==> src/rtl/flopary_pkg.sv <==
// Shared types, constants and width helpers for the flop-array read scheduler.
package flopary_pkg;

  typedef enum logic [1:0] {
    StIdle,
    StSettle,
    StResp
  } sched_st_t;

  localparam int unsigned SETTLE_MIN = 1;

  // Width of a counter/index able to hold 0..n-1, never narrower than one bit.
  function automatic int unsigned bits_for(input int unsigned n);
    return (n <= 1) ? 1 : $clog2(n);
  endfunction

  // Successor of idx in a ring of n slots.
  function automatic int unsigned ring_next(input int unsigned idx, input int unsigned n);
    return (idx + 1 >= n) ? 0 : idx + 1;
  endfunction

endpackage

==> src/rtl/rr_pick.sv <==
// Combinational round-robin selector: first asserted request at or after ptr, wrapping.
module rr_pick #(
  parameter int unsigned NREQ   = 4,
  parameter int unsigned BITREQ = $clog2(NREQ)
) (
  input  logic [NREQ-1:0]   req,
  input  logic [BITREQ-1:0] ptr,
  output logic [NREQ-1:0]   gnt,
  output logic [BITREQ-1:0] idx,
  output logic              any
);

  always_comb begin : p_pick
    int unsigned k;
    logic [BITREQ-1:0] kk;
    gnt = '0;
    idx = '0;
    any = 1'b0;
    for (int unsigned i = 0; i < NREQ; i++) begin
      k  = (32'(ptr) + i) % NREQ;
      kk = BITREQ'(k);
      if (!any && req[kk]) begin
        any     = 1'b1;
        gnt[kk] = 1'b1;
        idx     = kk;
      end
    end
  end

endmodule

==> src/rtl/flopary_rd_sched.sv <==
// Round-robin read-port scheduler for the asynchronous flop array: registered mux select,
// programmable settle wait, then a registered response held under valid/ready backpressure.
module flopary_rd_sched
  import flopary_pkg::*;
#(
  parameter int unsigned NREQ   = 4,
  parameter int unsigned DEPTH  = 32,
  parameter int unsigned WIDTH  = 32,
  parameter int unsigned SETTLE = 1,
  parameter int unsigned BITDEP = $clog2(DEPTH),
  parameter int unsigned BITREQ = $clog2(NREQ)
) (
  input  logic                   clk,
  input  logic                   rst,
  input  logic [NREQ-1:0]        req_vld,
  input  logic [NREQ*BITDEP-1:0] req_adr,
  output logic [NREQ-1:0]        req_rdy,
  output logic [BITDEP-1:0]      mux_sel,
  input  logic [WIDTH-1:0]       mux_dout,
  output logic                   rsp_vld,
  input  logic                   rsp_rdy,
  output logic [BITREQ-1:0]      rsp_id,
  output logic                   rsp_err,
  output logic [WIDTH-1:0]       rsp_dat
);

  localparam int unsigned CNTW = bits_for(SETTLE);
  localparam logic [BITDEP:0] ADR_LIM = (BITDEP + 1)'(DEPTH);

  if (SETTLE < SETTLE_MIN) begin : g_bad_settle
    $error("SETTLE must be at least %0d", SETTLE_MIN);
  end
  if (NREQ < 2) begin : g_bad_nreq
    $error("NREQ must be at least 2");
  end

  sched_st_t         state_q, state_d;
  logic [BITREQ-1:0] ptr_q, ptr_d;
  logic [BITDEP-1:0] sel_q, sel_d;
  logic [BITREQ-1:0] id_q, id_d;
  logic              pend_err_q, pend_err_d;
  logic [CNTW-1:0]   cnt_q, cnt_d;
  logic              err_q, err_d;
  logic [WIDTH-1:0]  dat_q, dat_d;

  logic [NREQ-1:0]   pick_gnt;
  logic [BITREQ-1:0] pick_idx;
  logic              pick_any;
  logic              arb_en;
  logic              grant;
  logic [BITDEP-1:0] gnt_adr;
  logic              gnt_err;

  rr_pick #(
    .NREQ  (NREQ),
    .BITREQ(BITREQ)
  ) u_pick (
    .req(req_vld),
    .ptr(ptr_q),
    .gnt(pick_gnt),
    .idx(pick_idx),
    .any(pick_any)
  );

  // Arbitration is open in IDLE and in the RESP handshake cycle (back-to-back grant).
  always_comb begin
    arb_en  = (state_q == StIdle) || ((state_q == StResp) && rsp_rdy);
    grant   = arb_en && pick_any;
    req_rdy = arb_en ? pick_gnt : '0;
    gnt_adr = '0;
    for (int i = 0; i < NREQ; i++) begin
      if (pick_gnt[i]) gnt_adr |= req_adr[i*BITDEP +: BITDEP];
    end
    gnt_err = ({1'b0, gnt_adr} >= ADR_LIM);
  end

  always_comb begin
    state_d    = state_q;
    ptr_d      = ptr_q;
    sel_d      = sel_q;
    id_d       = id_q;
    pend_err_d = pend_err_q;
    cnt_d      = cnt_q;
    err_d      = err_q;
    dat_d      = dat_q;

    unique case (state_q)
      StIdle: ;
      StSettle: begin
        if (cnt_q == '0) begin
          dat_d   = pend_err_q ? '0 : mux_dout;
          err_d   = pend_err_q;
          state_d = StResp;
        end else begin
          cnt_d = cnt_q - 1'b1;
        end
      end
      StResp: begin
        if (rsp_rdy) state_d = StIdle;
      end
      default: state_d = StIdle;
    endcase

    if (grant) begin
      state_d    = StSettle;
      // Out-of-range reads leave the mux tree untouched so it does not glitch for nothing.
      if (!gnt_err) sel_d = gnt_adr;
      id_d       = pick_idx;
      pend_err_d = gnt_err;
      cnt_d      = CNTW'(SETTLE - 1);
      ptr_d      = BITREQ'(ring_next(32'(pick_idx), NREQ));
    end
  end

  always_ff @(posedge clk) begin
    if (rst) begin
      state_q    <= StIdle;
      ptr_q      <= '0;
      sel_q      <= '0;
      id_q       <= '0;
      pend_err_q <= 1'b0;
      cnt_q      <= '0;
      err_q      <= 1'b0;
      dat_q      <= '0;
    end else begin
      state_q    <= state_d;
      ptr_q      <= ptr_d;
      sel_q      <= sel_d;
      id_q       <= id_d;
      pend_err_q <= pend_err_d;
      cnt_q      <= cnt_d;
      err_q      <= err_d;
      dat_q      <= dat_d;
    end
  end

  assign rsp_vld = (state_q == StResp);
  assign rsp_id  = id_q;
  assign rsp_err = err_q;
  assign rsp_dat = dat_q;
  assign mux_sel = sel_q;

endmodule
==> config.mk <==
export PLATFORM = sky130hd
export DESIGN_NAME = flopary_rd_sched
export DESIGN_NICKNAME = d
export VERILOG_FILES = /design/src/rtl/flopary_pkg.sv /design/src/rtl/rr_pick.sv /design/src/rtl/flopary_rd_sched.sv
export SDC_FILE = /design/constraint.sdc
export NUM_CORES = 1
export LEC_CHECK = 0
export ABC_AREA = 1
export BUFFER_PORTS_ARGS = -buffer_cell sky130_fd_sc_hd__buf_4
export CORE_ASPECT_RATIO = 1.2
export CORE_MARGIN = 4
export CORE_UTILIZATION = 34
export CTS_BUF_LIST = sky130_fd_sc_hd__clkbuf_4 sky130_fd_sc_hd__clkbuf_8 sky130_fd_sc_hd__clkbuf_16
export CTS_CLUSTER_DIAMETER = 40
export DETAILED_ROUTE_END_ITERATION = 7
export PLACE_DENSITY = 0.66
export SKIP_CTS_REPAIR_TIMING = 1
export SYNTH_ARGS = -nofsm -noshare
export SYNTH_HDL_FRONTEND = slang
export SYNTH_SLANG_ARGS = --single-unit
==> constraint.sdc <==
create_clock -name clk -period 2.2 [get_ports clk]
set_input_delay 0.22 -clock clk [delete_from_list [all_inputs] [get_ports clk]]
set_output_delay 0.22 -clock clk [all_outputs]
set_load 0.05 [all_outputs]
Yosys cells after proc, flatten, opt, wreduce, memory -nomap -nowiden
Cells that the tools add are included.
{ "word_totals": {"register_bits": 44, "output_inout_bits": 45, "wordCells": 93, "input_bits": 59} }
{ "op_classes": {"n_eq_ne": 7, "magnitude_cmp": 9, "n_reduce_logical": 18, "bitwise_logic": 8, "mux": 39, "n_addsub": 5} }
{ "op_table": {"columns": ["operator", "n"], "rows": [
  ["$mux 4", 5],
  ["$mux 5", 4],
  ["$or 5x5->5", 3],
  ["$mux 1", 14],
  ["$mux 2", 7],
  ["$lt 2x3->1 const B", 4],
  ["$or 4x4->4", 3],
  ["$logic_and 1x1->1", 9],
  ["$bmux 1 s2", 4],
  ["$demux 1 s2", 4],
  ["$ge 2x1->1 const B", 4],
  ["$pmux 2 s3", 1],
  ["$reduce_and 3->1", 2],
  ["$add 2x2->2 const B", 2],
  ["$ne 2x2->1 const B", 2],
  ["$add 2x1->3 const B", 1],
  ["$ge 3x3->1 const B", 1],
  ["$logic_not 1->1", 3],
  ["$ne 3x1->1 const B", 1],
  ["$ne 3x3->1 const B", 1],
  ["$add 2x1->2 const B", 1],
  ["$eq 2x1->1 const B", 1],
  ["$eq 2x2->1 const B", 1],
  ["$logic_not 2->1", 1],
  ["other kinds (6)", 7]
]} }

Depth between registers and ports, before layout
Gate-level depths: netlist of the first run.
{ "depth": {"depth_word": 19, "depth_mapped": 15, "ltp_nobuf": 15} }

Modules after synthesis
From an unflattened synthesis of the first run, not the netlist that was laid out.
{ "hier_totals": {"cells_unflattened": 305, "hier_area_um2": 2158.3} }
{ "modules_own_cells": {"columns": ["module", "n_inst", "area_per_inst_um2", "cells_each"], "rows": [
  ["flopary_rd_sched", 1, 1717.9, 231],
  ["rr_pick", 1, 440.4, 74]
]} }

Worst setup path before layout of the first run
No wires, ideal clock.
{ "synth_path": {"path_kind": "reg-to-reg", "startpoint": "register ptr_q[0]", "endpoint": "register ptr_q[1]", "synth_period_minus_slack_ns": 2.227, "path_slack_ns": -0.027, "t_required_ns": 2.074, "stages_incl_launch_ff": 14, "arrival_ns": 2.101, "setup_ns": 0.126, "path_cell_list": "dfxtp_1 > inv_2 > ha_1 > inv_1 > nand3_1 > nand2_1 > nand2_2 > nor2_2 > nand2_1 > o21ai_0 > inv_1 > ha_1 > nand2_1 > o21ai_0"} }
{ "synth_via": {"elab_chain_cells": 15, "word_cells_on_any_way": 29, "cone_classes": "add/sub: 4; order compare: 1; mux: 17; reduce/logical: 7"} }
{ "synth_rtl": {"columns": ["item", "line_no", "rtl"], "rows": [
  ["start, declared", "flopary_rd_sched.sv:38", "logic [BITREQ-1:0] ptr_q, ptr_d;"],
  ["start signal, assigned", "flopary_rd_sched.sv:127", "ptr_q <= ptr_d;"],
  ["branches (longest 11 deep; another with $add 2x1->2)", null, null],
  ["$mux 2 (*)", "rr_pick.sv:22", "if (!any && req[kk]) begin"],
  ["net pick_idx[1]", "flopary_rd_sched.sv:47", "logic [BITREQ-1:0] pick_idx;"],
  ["$add 2x1->3 (*)", "flopary_pkg.sv:19", "return (idx + 1 >= n) ? 0 : idx + 1;"],
  ["$ge 3x3->1", "flopary_pkg.sv:19", null],
  ["$mux 2 (*)", "flopary_pkg.sv:19", null]
]} }
Mark *: on every way through the listed nets, which the timed path passes. The select of a mux whose other input is x is not followed.
A chain may end at the register's enable or synchronous reset.

Worst setup path after layout of the first run
{ "layout_path": {"startpoint": "register ptr_q[1]", "endpoint": "output port req_rdy[2]"} }
{ "layout_via": {"elab_chain_cells": 13, "word_cells_on_any_way": 48, "cone_classes": "add/sub: 3; order compare: 8; mux: 24; bitwise: 3; reduce/logical: 10"} }
{ "layout_rtl": {"columns": ["item", "line_no", "rtl"], "rows": [
  ["branches (longest 11 deep; another with $lt 2x3->1)", null, null],
  ["$mux 4 (*)", "rr_pick.sv:22", null],
  ["$mux 4 (*)", "flopary_rd_sched.sv:69", "req_rdy = arb_en ? pick_gnt : '0;"],
  ["end, declared", "flopary_rd_sched.sv:17", "output logic [NREQ-1:0] req_rdy,"]
]} }
Every way passes the cells marked *. The select of a mux whose other input is x is not followed.

==> results of run 1 <==
[how the worst max path moves through the flow]
stage	startpoint	slack (ns)	to
floorplan	ptr_q[0]	0.08	ptr_q[1]
global placement	ptr_q[0]	0.12	ptr_q[1]
detailed placement	ptr_q[0]	0.08	ptr_q[1]
CTS	ptr_q[0]	-0.14	req_rdy[3]
global route	ptr_q[0]	-0.08	req_rdy[2]
finish	ptr_q[1]	0.05	req_rdy[2]
[logic make-up (layout without fill, tap and decap cells)]
| group | Yosys count | after routing |
|---|---|---|
| AO/OA/AOI/OAI | 51 | 51 |
| adder cells (fa/ha/maj) | 8 | 8 |
| buffers and inverters | 33 | 151 |
| flip-flops | 43 | 43 |
| other | 1 | 1 |
| AND/OR/NAND/NOR | 171 | 171 |
[synth_stat cells]
master    instances
nor2_1           71
nand2_1          69
dfxtp_1          43
o21ai_0          38
inv_1            18
clkbuf_1          9
ha_1              8
nand3_1           6
nand3_2           6
inv_2             5
nand2_2           5
nand4_1           5
nor2_2            5
o21ai_1           5
a21boi_0          2
a21boi_1          2
a21oi_1           2
nand2_4           2
a211oi_1          1
buf_4             1
conb_1            1
nand3_4           1
nor2_8            1
o31ai_1           1
[cells in the final DEF (no fill, tap or decap), types with 6 or more instances in the layout]
cell     synthesis  final
nor2_1          71     71
o21ai_0         38     37
nand2_1         69     62
o21ai_1          5      6
inv_1           18     14
inv_2            5      8
buf_4            1    116
dfxtp_1         43     41
nand3_1          6      6
nand2_2          5     11
ha_1             8      7
[sequential cells by signal, indices dropped and copies added (netlist names)]
name     flops
rsp_dat     32
mux_sel      5
ptr_q        2
rsp_id       2
state_q      2
[power breakdown]
| group | switching (mW) | internal, mW | total (mW) |
|---|---|---|---|
| Sequential | 0.114 | 0.996 | 1.11 |
| Combinational | 1.91 | 1.00 | 2.91 |
| Clock | 0.284 | 0.338 | 0.622 |
[stage by stage]
stage	TNS, ns	power, mW
floorplan	0	2.912
global placement	0	3.647
detailed placement	0	3.664
CTS	-0.4992	4.293
global route	-0.1646	4.958
finish	0	4.640
[cell type report]
| class | instances | area, um^2 | area share [%] |
|---|---|---|---|
| repair buffers | 120 | 923.4 | 28.02 |
| multi-input cells | 231 | 1205 | 36.56 |
| well taps | 82 | 102.6 | 3.113 |
| clock buffers | 5 | 68.82 | 2.088 |
| flip-flops and latches | 43 | 863.3 | 26.20 |
| clock inverters | 3 | 43.79 | 1.329 |
| inverters | 23 | 88.84 | 2.696 |
[routing by layer]
layer | vias up | global-route usage, % | part of all wire, %
met2 | 61 | 27.90 | 53
met4 | 0 | 4.225 | 0.64
met5 | - | 0 | 0
met1 | 1070 | 19.28 | 40
met3 | 4 | 5.153 | 6.5
li1 | 1206 | - | -
[worst max-delay path, cell delays in order, from the launching register on]
cell	delay [ns]
dfxtp_2	0.34
inv_2	0.05
ha_4	0.26
inv_4	0.07
nand3_1	0.09
nand2_2	0.14
nand2_4	0.07
nor2_4	0.14
nand2_2	0.09
nand3_4	0.12
nand2_2	0.07
inv_2	0.07
buf_8	0.13
==> impl_metrics.csv, run 1 <==
group,metric,value,unit
placement,dp_hpwl,4736,um
critical_path,worst-r2r-setup-slack,0.17,ns
synth,ys_types,24,
synth,seq_area_frac_synth,40.38,%
synth,synth_top_area_share,40.38,%
placement,placed_area,3007,um^2
floorplan,initial_core_util,35.24,%
detailed_routing,drtIter0Drc,78,
cts,clkTransAtPathRegs,0.09,ns
critical_path,arrival,1.93,ns
synth,synth-adder-area-share,4.695,%
synth,ys_top_cells_by_area,"dfxtp_1 (40%), nor2_1 (13%), nand2_1 (12%)",
global_routing,grt_usage,16.17,%
critical_path,endpoint_kind,"output pin",
synth,synth_mux_area_share,0,%
detailed_routing,vias,2341,
cts,htreeDepth,2,
sta,worst_pin_slew,0.9930,ns
hold_path,hold_class,"input port to register",
critical_path,reg2reg_from,"ptr_q[0]",
hold_path,hold_path_end,"rsp_dat[25]",
synth,synth_top_family_by_area,"simple AND/OR/NAND/NOR gates",
synth,synth_xor_area_share,0,%
power,peakVddDrop,748.2,uV
cells_and_area,drive_above_1_share,39.53,%
placement,place_congestion,0.8622,
critical_path,critical_path_required,1.98,ns
status,status,"completed",
detailed_routing,postRouteWirelength,6526,um
critical_path,critical_path_class,"register to output pin",
global_routing,grt_max_degree,35,
detailed_routing,antenna_left,0,
cells_and_area,design_area,3296,um^2
global_routing,grt_pass1_wl,9804,um
cts,cts-root-buf,"clkbuf_8",
floorplan,placementRows,31,
floorplan,core-area,6051,um^2
synth,netlist_area,2132,um^2
hold_path,min_from,"mux_dout[25]",
detailed_routing,vias_per_cell,4.617,
critical_path,r2r_end,"ptr_q[1]",
critical_path,path_max_fanout,6,
detailed_routing,firstDrtPassIters,4,
critical_path,reg2reg_depth,12,
synth,syn_inst,307,
placement,post-place-ws,0.07916,ns
detailed_routing,drc,0,
synth,syn_avg_cell_area,6.945,um^2
sta,fin_crit_sh,97.64,%
run,drv_cap,0,
cells_and_area,instances_no_fill,507,
cells_and_area,areaGrowthSynthToFinish,54.58,%
cts,cts.sinks,43,
synth,synth-simple-area-share,36.09,%
sta,timing.fmax,465.5,MHz
sta,fin_ws,0.05189,ns
sta,hold_viol_final,0,
sta,setup_viol,0,
floorplan,die_w,80.29,um
synth,yosysTopAreaCell,"dfxtp_1",
global_routing,grt-ovfl-total,0,
global_routing,grt_pass1_vias,2143,
sta,hold_slack,0.1440,ns
hold_path,worstHoldPathCells,3,
placement,io_buffers,102,
cts,cts_tree,"yes",
detailed_routing,wl_per_cell,12.87,um
floorplan,fp.dieH,94.75,um
placement,placed_cells,487,
synth,ys_seq_elements,43,
sta,skew,0.002291,ns
synth,synth-compound-area-share,12.68,%
cts,cts_buffers,5,
cts,clk_latency,0.29,ns
power,p_per_area,1408,nW/um^2
floorplan,ios,104,
cells_and_area,final.fill_count,598,
sta,finalMaxSlewViolations,0,
synth,synth_warnings,0,
global_routing,grt_antenna_before_repair,0,
critical_path,start_kind,"register",
cts,clk_path_buf_depth,2,
cells_and_area,n_antenna_cell,0,
cells_and_area,nets,491,
cells_and_area,utilization,54.47,%
floorplan,dieArea,7607,um^2
power,leakagePower,1.734,nW
sta,min_period,2.148,ns
synth,synth_fp_nets,374,
sta,max-slew-margin-rel,33.73,%
(Power assumes the default switching activity.)
==> run 2, diff against run 1 <==
- CORE_UTILIZATION: 34 -> 41
- PLACE_DENSITY: 0.66 -> 0.77
==> impl_metrics.csv, run 2 (same netlist as run 1, synthesis figures left out) <==
group,metric,value,unit
cts,htreeDepth,2,
sta,setup_viol,0,
cts,cts.sinks,43,
hold_path,min_from,"rst",
floorplan,placementRows,28,
cts,clk_latency,0.29,ns
run,drv_cap,0,
sta,timing.fmax,459.4,MHz
placement,dp_hpwl,4569,um
critical_path,r2r_end,"ptr_q[1]",
sta,min_period,2.177,ns
critical_path,critical_path_class,"register to output pin",
critical_path,start_kind,"register",
critical_path,worst-r2r-setup-slack,0.18,ns
detailed_routing,drtIter0Drc,109,
floorplan,fp.dieH,87.00,um
sta,hold_viol_final,0,
cells_and_area,instances_no_fill,482,
cells_and_area,drive_above_1_share,38.86,%
floorplan,ios,104,
cells_and_area,most-common-layout-cells,"buf_4 (111), nor2_1 (71), nand2_1 (62)",
cts,cts_tree,"yes",
floorplan,dieArea,6423,um^2
cts,cts_buffers,5,
detailed_routing,wl_per_cell,12.98,um
global_routing,grt_antenna_before_repair,0,
detailed_routing,postRouteWirelength,6258,um
cts,clkTransAtPathRegs,0.08,ns
global_routing,grt_pass1_vias,2172,
cells_and_area,nets,488,
critical_path,reg2reg_depth,14,
cts,clk_path_buf_depth,2,
sta,finalMaxSlewViolations,0,
cts,cts-root-buf,"clkbuf_8",
detailed_routing,vias_per_cell,4.842,
sta,worst_pin_slew,0.9666,ns
sta,hold_slack,0.1419,ns
power,p_per_area,1389,nW/um^2
detailed_routing,antenna_left,0,
power,peakVddDrop,732.4,uV
hold_path,hold_path_end,"state_q[0]",
status,status,"completed",
cells_and_area,largest_reg_flops,32,
detailed_routing,drc,0,
global_routing,grt_max_degree,33,
floorplan,die_w,73.83,um
critical_path,critical_path_required,1.98,ns
sta,fin_ws,0.02348,ns
critical_path,reg2reg_from,"ptr_q[0]",
power,power,4.482,mW
global_routing,grt_pass1_wl,9494,um
power,leakagePower,1.710,nW
hold_path,worstHoldPathCells,2,
placement,place_congestion,0.9140,
floorplan,initial_core_util,42.86,%
hold_path,hold_class,"input port to register",
placement,io_buffers,102,
cells_and_area,n_antenna_cell,0,
placement,placed_cells,465,
cells_and_area,final_common_cell,"buf_4",
sta,grt_setup_unrepaired,"yes",
global_routing,grt_usage,18.82,%
critical_path,arrival,1.96,ns
sta,max-slew-margin-rel,35.49,%
cells_and_area,areaGrowthSynthToFinish,51.35,%
critical_path,path_max_fanout,6,
placement,post-place-ws,0.03676,ns
sta,skew,0.004713,ns
global_routing,grt-ovfl-total,0,
critical_path,endpoint_kind,"output pin",
sta,fin_crit_sh,98.93,%
floorplan,core-area,4975,um^2
detailed_routing,firstDrtPassIters,6,
detailed_routing,vias,2334,
run 2: cell count changes in the layout (fill, tap and decap cells not counted), moves of 2 or more:
cell / change
buf_4: -5
buf_6: +4
buf_8: -2
inv_1: +2
inv_2: -2
run 2: stage by stage:
stage	utilization (%)	instance area (um^2)	setup TNS (ns)
global placement	59.88	2979	0
global route	64.86	3227	-0.3610
detailed placement	59.88	2979	0
floorplan	-	2135	0
finish	64.86	3227	0
CTS	61.67	3068	-0.5566
run 2: routing by layer:
metal  routed length (um)  track usage [%]  vias up
li1                     -                -     1201
met1                 2487            21.73     1039
met2                 3214            32.02       82
met3                  437            6.351       12
met4                  119            6.590        0
met5                    0                0        -
run 2: worst max-delay path, stage by stage, from the launching register on:
cell	delay, ns
dfxtp_2	0.35
inv_2	0.06
ha_4	0.30
inv_4	0.05
nand2_2	0.05
nand2_2	0.06
nor2_4	0.18
nand4_1	0.18
nand3_4	0.15
nand2_1	0.06
inv_1	0.07
buf_6	0.15
run 2: how the worst max path moves through the flow:
stage | start | endpoint | slack, ns
after floorplan | ptr_q[0] | ptr_q[1] | 0.08
after global placement | ptr_q[0] | ptr_q[1] | 0.13
after detailed placement | ptr_q[0] | ptr_q[1] | 0.04
after CTS | ptr_q[0] | req_rdy[3] | -0.15
after global routing | ptr_q[0] | req_rdy[1] | -0.11
final | ptr_q[0] | req_rdy[3] | 0.02
run 2: area by class of cell:
type,instances,area (um^2)
timing repair buffer,117,900.9
sequential,43,863.3
clock inverter,2,12.51
clock buffer,6,76.32
multi-input combinational,231,1210
tap,60,75.07
inverter,23,88.84
fill,460,1748
run 2: report_power, final:
part	switching [mW]	internal (mW)	leakage (nW)
Clock	0.273	0.234	0.0446
Sequential	0.116	0.997	0.356
Combinational	1.90	0.966	1.31
